$ cat src/rtl/hex_sr_multi.sv
// Word-wide recirculating shift register with hold/shift/recirculate/zero-flush modes,
// a saturating fill counter and a frame marker for the first word written after a clear.
module hex_sr_multi #(
  parameter int WIDTH  = 6,
  parameter int LENGTH = 100
) (
  input  logic                          clk,
  input  logic                          rst_n,
  input  logic [1:0]                    mode,
  input  logic [WIDTH-1:0]              data_in,
  output logic [WIDTH-1:0]              data_out,
  output logic [$clog2(LENGTH+1)-1:0]   fill_count,
  output logic                          full,
  output logic                          frame
);

  localparam int CW = $clog2(LENGTH+1);
  localparam int PW = $clog2(LENGTH);

  localparam logic [CW-1:0] FILL_MAX = CW'(LENGTH);
  localparam logic [PW-1:0] POS_LAST = PW'(LENGTH-1);

  localparam logic [1:0] MODE_HOLD   = 2'b00;
  localparam logic [1:0] MODE_SHIFT  = 2'b01;
  localparam logic [1:0] MODE_RECIRC = 2'b10;
  localparam logic [1:0] MODE_ZERO   = 2'b11;

  logic [WIDTH-1:0] stage [LENGTH];
  logic [PW-1:0]    pos;
  logic [WIDTH-1:0] new_word;

  function automatic logic [CW-1:0] fill_sat_inc(input logic [CW-1:0] c);
    return (c == FILL_MAX) ? c : c + CW'(1);
  endfunction

  // LENGTH need not be a power of two, so the wrap is an explicit compare.
  function automatic logic [PW-1:0] pos_wrap_inc(input logic [PW-1:0] p);
    return (p == POS_LAST) ? '0 : p + PW'(1);
  endfunction

  always_comb begin
    new_word = '0;
    case (mode)
      MODE_SHIFT:  new_word = data_in;
      MODE_RECIRC: new_word = stage[LENGTH-1];
      default:     new_word = '0;
    endcase
  end

  always_ff @(posedge clk) begin
    if (!rst_n) begin
      for (int i = 0; i < LENGTH; i++) stage[i] <= '0;
      pos        <= '0;
      fill_count <= '0;
    end else if (mode != MODE_HOLD) begin
      stage[0] <= new_word;
      for (int i = 1; i < LENGTH; i++) stage[i] <= stage[i-1];
      case (mode)
        MODE_SHIFT: begin
          pos        <= pos_wrap_inc(pos);
          fill_count <= fill_sat_inc(fill_count);
        end
        MODE_RECIRC: pos <= pos_wrap_inc(pos);
        default: begin
          pos        <= '0;
          fill_count <= '0;
        end
      endcase
    end
  end

  assign data_out = stage[LENGTH-1];
  assign full     = (fill_count == FILL_MAX);
  assign frame    = full && (pos == '0);

endmodule

$ cat config.mk
export PLATFORM = sky130hd
export DESIGN_NAME = hex_sr_multi
export DESIGN_NICKNAME = d
export VERILOG_FILES = /design/src/rtl/hex_sr_multi.sv
export SDC_FILE = /design/constraint.sdc
export NUM_CORES = 1
export LEC_CHECK = 0
export CORE_ASPECT_RATIO = 1.4
export CORE_MARGIN = 3
export CORE_UTILIZATION = 40
export CTS_CLUSTER_DIAMETER = 40
export DETAILED_ROUTE_END_ITERATION = 10
export GPL_ROUTABILITY_DRIVEN = 0
export HOLD_SLACK_MARGIN = 0.12
export RECOVER_POWER = 50
export SKIP_LAST_GASP = 1
export SLEW_MARGIN = 20
export SYNTH_ARGS = -nofsm -noshare
export SYNTH_HDL_FRONTEND = slang
export SYNTH_SLANG_ARGS = --single-unit
$ cat constraint.sdc
create_clock -name clk -period 35.8 [get_ports clk]
set_input_delay 8.95 -clock clk [delete_from_list [all_inputs] [get_ports clk]]
set_output_delay 8.95 -clock clk [all_outputs]
set_load 0.01 [all_outputs]
==> results of run 1 <==
## power by group
part | internal [mW] | switching, mW
combinational | 0.0150 | 0.0268
sequential | 0.837 | 0.0108
clock | 0.359 | 0.275
total | 1.21 | 0.312
## kinds of logic (layout without fill, tap and decap cells)
logic type / Yosys count / count (layout) / synth area share, %
xor gates and xnor gates: 1 / 1 / 0.0381
AOI/OAI and AO/OA: 34 / 34 / 1.04
DFF: 614 / 614 / 79.6
buffers and inverters: 86 / 155 / 1.62
and+or+nand+nor: 642 / 642 / 17.3
adders and majority gates: 7 / 7 / 0.381
## synthesized netlist by cell type, drive strengths merged
library cell  instances
a2111o                1
nand2                12
o311ai                2
o21a                  1
ha                    7
o32ai                 1
o2bb2ai               1
buf                  10
nand3                 9
o21ai                 7
and2b                 1
or3b                  1
a31oi                 2
or4b                  1
and3                  1
nor3b                 1
or3                   1
xor2                  1
nand2b                2
or2                   1
nor2                  8
a22oi                 6
and2                595
inv                   8
a21oi                 1
clkbuf               68
nand3b                1
nor4b                 1
dfxtp                14
o211ai                2
edfxtp              600
or4                   4
nor4                  1
a31o                  1
nor3                  1
a211oi                1
and4bb                1
a21o                  2
o22ai                 3
a21boi                3
## through the flow
stage / utilization, % / instances / hold slack, ns
global placement: 42.2 / 2074 / 0.500
global route: 45.7 / 2188 / 0.527
detailed placement: 42.2 / 2074 / 0.503
finish: 45.7 / 2188 / 0.512
floorplan: - / 1384 / 0.494
CTS: 45.8 / 2187 / 0.516
## metal layers
layer	track usage (%)	share of wire (%)
met2	14.7	43
met3	1.95	3.1
met4	3.94	2.9
met5	0	0
met1	15.8	51
## worst paths after layout
kind | start | to | slack (ns) | depth (start not counted)
worst max-delay path | rst_n | stage[28][11] | 16.19 | 4
worst min-delay path | stage[24][11] | stage[25][5] | 0.51 | 1
worst max register to register | fill_count[0] | fill_count[6] | 34.22 | 4
worst min register to register | stage[24][11] | stage[25][5] | 0.51 | 1
## critical path, cell delays in order
cell	delay, ns
sky130_fd_sc_hd__clkbuf_1	1.98
sky130_fd_sc_hd__and2b_1	1.54
sky130_fd_sc_hd__clkbuf_1	6.61
sky130_fd_sc_hd__and2_1	0.68
## sequential cells by signal, summed over array words and instances (netlist names)
signal      cells
stage         600
pos             7
fill_count      7
## layout make-up
cell class	instances	area, um^2
Clock inverter	39	370
Inverter	8	30.0
Timing Repair Buffer	34	287
Fill cell	4846	30700
Multi-Input combinational cell	684	4320
Clock buffer	74	1640
Tap cell	735	920
Sequential cell	614	18300
==> impl.org, run 1 <==
** Detailed routing
- Once detail routing completed, the nets flagged for antenna violations numbered 0.
- Number of detailed-routing iterations run before antenna repair :: 5
- For this block, the via count after detailed routing is 10200.
- After detailed routing, the total wire length is 31200 um.
- Drt drc :: 0
- After the first detailed-routing iteration, the DRC count stood at 918.
- Vias per Instance :: 4.66
- WL per Instance :: 14.3 um

** Clock network
- No sink is reached through more buffers than the 3 on the longest clock path.
- Clock-pin slew was measured on the worst setup and hold paths at 0.07 ns.
- Number of buffers created by CTS :: 61
- Clock tree synthesis found a total of 614 sinks.
- The number of setup buffers added after CTS is 0.
- Total of cells resized after clock tree synthesis :: 0
- TritonCTS built the clock tree.
- The tree is rooted in a sky130_fd_sc_hd__clkbuf_16.
- At the later pin of the worst-skew pair, clock insertion delay measures 0.59 ns.
- For this design, the CTS-stage hold fixing added 0 buffers.
- Clock H-tree levels :: 2

** Timing
- After layout, the worst path uses 54.8% of the clock period.
- The worst path meets setup with 16.19 ns of slack.
- The hold violation total from the final report was 0.
- Summed negative setup slack over all endpoints :: 0 ns
- The smallest clock period supported by the final layout is computed as 19.61 ns.
- Slew Viols, Final :: 908
- Setup violations remaining at the end of the flow were counted as 0.
- RSZ-0062 raised after global routing :: false
- Derived from the worst setup path, the maximum achievable clock frequency is 51.0 MHz.
- Slew HR :: -527%
- Slew at the pin closest to its max-slew limit :: 9.40 ns
- Clock skew on the completed layout was measured at 0.0115 ns.

** Yosys
- The largest total area in the synthesized netlist belongs to sky130_fd_sc_hd__edfxtp_1.
- Post-synth cell types :: 45
- Total number of yosys warnings :: 0
- Area share of the leading cell type in the synthesized netlist :: 78.4%
- Synthesis produced a netlist whose cell count is 1384.
- Area of the mapped netlist :: 0.0230 mm^2
- In this run, synthesis produced a sequential element count of 614.
- Ranked by total cell area, the synthesized netlist is headed by sky130_fd_sc_hd__edfxtp_1 (78%), sky130_fd_sc_hd__and2_1 (16%), sky130_fd_sc_hd__dfxtp_1 (1.2%).
- Syn_area_per_cell :: 16.6 um^2
- Summing the sequential cell areas from Yosys gives 79.6% of the chip area.
- Post-synthesis net count :: 1401

** Global routing
- The first global-routing pass estimated 53100 um of wire.
- Vias in the first global route :: 10000
- Final global-route overflow total :: 0
- Overall track demand over capacity in global routing :: 10.3%
- Antenna violations before repair :: 0
- Entering global routing, the biggest net connects 318 pins.

** Place
- Pre-CTS setup slack :: 21.98 ns
- Count of buffers from port buffering :: 24
- HPWL Detailed :: 14200 um
- The placed instances occupy a cell area of 0.0239 mm^2.

** Die
- After floorplanning, the core was divided into 103 placement rows.
- Die X-Extent :: 209 um
- Once the floorplan was initialized, standard cells occupied 40.6% of the core.
- Std-Cell Core Area :: 0.0566 mm^2
- In this run the count of I/O pins placed on the die edge is 25.
- Die area :: 0.0604 mm^2
- Chip Height :: 290 um

** Critical path
- At the worst endpoint, the arrival time is 20.03 ns.
- STA classifies the critical path startpoint as an input port.
- Critical path endpoint category :: flop
- Worst endpoint required time :: 36.22 ns
- The critical path is of the input port to flop type.
- Crit-path max FO :: 317

** Power
- VDD sags by at most 0.0420 mV.
- In this run the power density over the cells is 58.9 mW/mm^2.
- After layout, the design draws a total of 1.52 mW.
- The analysis attributes to cell leakage a power of 9.89 nW.

** Layout
- Commonest non-fill, non-tap cells in the layout :: sky130_fd_sc_hd__edfxtp_1 (600), sky130_fd_sc_hd__and2_1 (348), sky130_fd_sc_hd__and2_0 (247)
- Fraction of layout instances using a drive strength above 1 :: 7.36%
- Commonest non-fill, non-tap cell in the layout :: sky130_fd_sc_hd__edfxtp_1
- Design area :: 0.0259 mm^2
- From synthesis to final layout, the design area changed by 12.5%.
- Antenna diode count :: 0
- For this run, the post-layout net count is 1420.

** Min path
- The worst hold path belongs to the class flop to flop.

** Outcome
- Outcome :: finished with violations
- Violations in the final reports :: capacitance limit, slew limit

** Run
- The tool flagged a number of max-cap violations equal to 8.
No activity file was read; power rests on OpenSTA's default activity.
==> inputs of run 2 (changes only) <==
clock period = 16.61 ns   (was 35.8 ns; I/O delays follow)
==> run 2 against run 1 <==
Effect of this change:
- the flow still finishes with violations (capacitance limit, slew limit)
- die area is the same
- core utilization grew 0.41 points
- via count shrank 0.49%
- wire length grew 0.44%
- setup slack lost 10 ns
- final cell count grew 0.32%
- hold slack lost 0.010 ns
- non-clock buffer count shrank 1
- clock-buffer cell count grew 6
- clock skew grew 0.0082 ns
- global-route usage grew 0.20 points
- clock power grew 130%
- critical endpoint is now stage[9][2]
==> impl.org, run 2 (synthesis results as in run 1) <==
** Clock network
- The clock passes through at most 3 buffers.
- CTS clock-pin slew for the worst setup and hold paths :: 0.06 ns
- Counting every sink on the clock net gives 614.
- Post-CTS repair changed the size of 0 cells.
- Clock H-tree levels :: 3
- The later pin in the worst-skew pair is clocked with a latency of 0.57 ns.
- Number of buffers created by CTS :: 66
- Root buffer selected by CTS :: sky130_fd_sc_hd__clkbuf_16
- For this design, the CTS-stage hold fixing added 0 buffers.
- TritonCTS built the clock tree.
- Count of buffers added by post-CTS timing repair for setup :: 0

** Critical path
- The largest single stage delay on the critical path is 3.34 ns.
- Grouping stages by cell kind, the critical path spends the most delay in buffers and inverters.
- Worst endpoint required time :: 16.78 ns
- Classification of the worst setup path :: input port to flop
- On the critical path, the stage with the largest delay is an instance of sky130_fd_sc_hd__clkbuf_1.
- Crit-path max FO :: 103
- Walking the worst path, the cells encountered are clkbuf_1 -> nand2_8 -> clkbuf_1 -> buf_4.
- Cell mode on critical path :: sky130_fd_sc_hd__clkbuf_1
- STA classifies the critical path endpoint as a flop.
- Counting both buffers and inverters, the worst setup path holds a total of 3.
- The worst setup path is launched from an input port.
- STA puts the critical path data arrival time at 10.90 ns.

** Global routing
- Overall track demand over capacity in global routing :: 10.5%
- Maximum number of pins on one net before global-route repair :: 201
- Global-route wire length before repair :: 53400 um
- Vias in the first global route :: 10200
- Antenna violations before repair :: 0
- Final global-route overflow total :: 0

** Timing
- Count of final hold-check violations :: 0
- Setup violations remaining at the end of the flow were counted as 0.
- Timing would allow up to 93.2 MHz.
- Slew Viols, Final :: 478
- Clock skew on the completed layout was measured at 0.0197 ns.
- Setup repair after global routing left no endpoint under its margin.
- Headroom to the max-slew limit came out at -214%.
- Adding up every negative setup slack in the final design gives 0 ns.
- The worst path needs 10.73 ns of the cycle, external delays included.
- Of the available clock period, the critical path in the final layout requires 64.6%.
- At the pin with the least slew margin, the transition time is 4.71 ns.

** Layout
- Number of nets in the layout :: 1424
- Area of all sequential standard cells :: 0.0183 mm^2
- The filler cells instantiated in the layout total 4807.
- After routing the design area is 0.0261 mm^2.
- Cells with a size suffix above 1 make up 7.67% of the layout.
- Antenna diode count :: 0
- In the final layout, the multi-input gates occupy 0.00433 mm^2.
- Commonest non-fill, non-tap cell in the layout :: sky130_fd_sc_hd__edfxtp_1
- Final core utilization :: 46.1%
- Relative to the synthesized area, the layout overhead comes to 13.5%.
- Commonest non-fill, non-tap cells in the layout :: sky130_fd_sc_hd__edfxtp_1 (600), sky130_fd_sc_hd__and2_1 (345), sky130_fd_sc_hd__and2_0 (250)
- The largest registers in the layout are stage x600, fill_count x7, pos x7.
- The register with the most flip-flops in the final layout is stage.
- Flip-flop count of the largest register after layout :: 600
- After the flow finishes, the layout carries non-filler instances totaling 2195.

** Power
- Of the total power, combinational logic draws 2.7%.
- In this run, flip-flops and latches consume 54.0% of the power.
- Switching fraction of total power :: 20.3%
- P_leak :: 9.99 nW
- Clock power frac :: 43.3%
- Net load switching power :: 688 uW
- The internal portion of the total power is 2.69 mW.
- Pwr Density :: 130 mW/mm^2
- Largest voltage drop on the vdd net :: 0.0645 mV

** Detailed routing
- Using the TritonRoute via totals, the vias-per-cell ratio works out to 4.62.
- Antenna-violating nets left :: 0
- Number of vias after detailed routing :: 10200
- In the final routing, the length of wire on met1 measures 16100 um.
- WL per Instance :: 14.3 um
- The highest metal layer carrying signal wires in the routed design is met4.
- The pre-antenna-repair detailed-routing pass consisted of 4 iterations.
- In the routed design, unresolved DRC markers number 0.
- Detailed routing placed a total of 13400 um of wire on met2.
- The final layout contains routed wiring with a total length of 31400 um.
- In this run, the number of DRC markers left after iteration 0 of detailed routing was 875.
- Detailed routing placed a total of 1200 um of wire on met3.

** Die
- The initial utilization of the core area, before any placement, comes to 40.6%.
- Std-Cell Core Area :: 0.0566 mm^2
- Die area :: 0.0604 mm^2
- Measured along the y axis, the die boundary spans 290 um.
- Number of rows in the core area :: 103
- I/O pin count :: 25
- The die is 209 um wide.

** Place
- Placement Cell Area :: 0.0239 mm^2
- Count of buffers from port buffering :: 24
- Number of cells in the design after placement :: 2074
- The HPWL after detailed placement is 14200 um.

** Min path
- Path class of the lowest-slack min-delay path :: flop to flop

** Outcome
- The run finished, with violations left.
- Violations in the final reports :: capacitance limit, slew limit

** Run
- Across the run, the number of max-cap violations was 5.
==> run 2: changes by cell type in the layout (fill, tap and decap cells not counted), sizes merged <==
cell / change
clkinvlp: -2
bufinv: +1
clkbuf: +3
inv: -1
buf: +2
clkinv: +4
==> run 2: layer usage <==
layer,track usage (%),vias to the layer above
li1,-,4889
met1,15.9,5081
met2,14.9,123
met3,2.43,58
met4,3.90,0
met5,0,-
==> run 2: worst reg2reg max path, delay by kind of cell, from the launching register on <==
kind                       cells  cell delay [ns]
DFF                            1             0.42
AOI/OAI and AO/OA              2             0.37
adders and majority gates      1             0.26
and+or+nand+nor                1             0.35
==> run 2: power by group through the flow <==
| stage | clock network [mW] | logic (mW) | registers, mW |
|---|---|---|---|
| after floorplan | 0 | 0.0727 | 1.86 |
| after global placement | 0 | 0.0921 | 1.86 |
| after detailed placement | 0 | 0.0944 | 1.86 |
| after CTS | 1.51 | 0.0957 | 1.83 |
| after global routing | 1.58 | 0.104 | 1.84 |
| final | 1.47 | 0.0900 | 1.83 |
==> run 2: path summary, 6_finish.rpt <==
check | startpoint | to | slack, ns | cells after the start
hold reg to reg | stage[30][9] | stage[31][3] | 0.50 | 1
setup reg to reg | pos[0] | pos[1] | 15.06 | 4
hold / removal | stage[30][9] | stage[31][3] | 0.50 | 1
setup / recovery | rst_n | stage[9][2] | 5.88 | 4
==> run 2: area by class of cell <==
cell class	instances	area share (%)
Inverter	8	0.115
Clock buffer	80	6.86
Sequential cell	614	70.1
Clock inverter	41	1.60
Tap cell	735	3.52
Multi-Input combinational cell	684	16.6
Timing Repair Buffer	33	1.16
==> run 2: stage by stage <==
stage | hold slack, ns | setup slack, ns | power (mW)
final | 0.502 | 5.88 | 3.38
after global routing | 0.522 | 4.87 | 3.52
after CTS | 0.492 | 8.55 | 3.44
after detailed placement | 0.502 | 7.90 | 1.95
after global placement | 0.502 | 7.99 | 1.95
after floorplan | 0.494 | 3.80 | 1.94
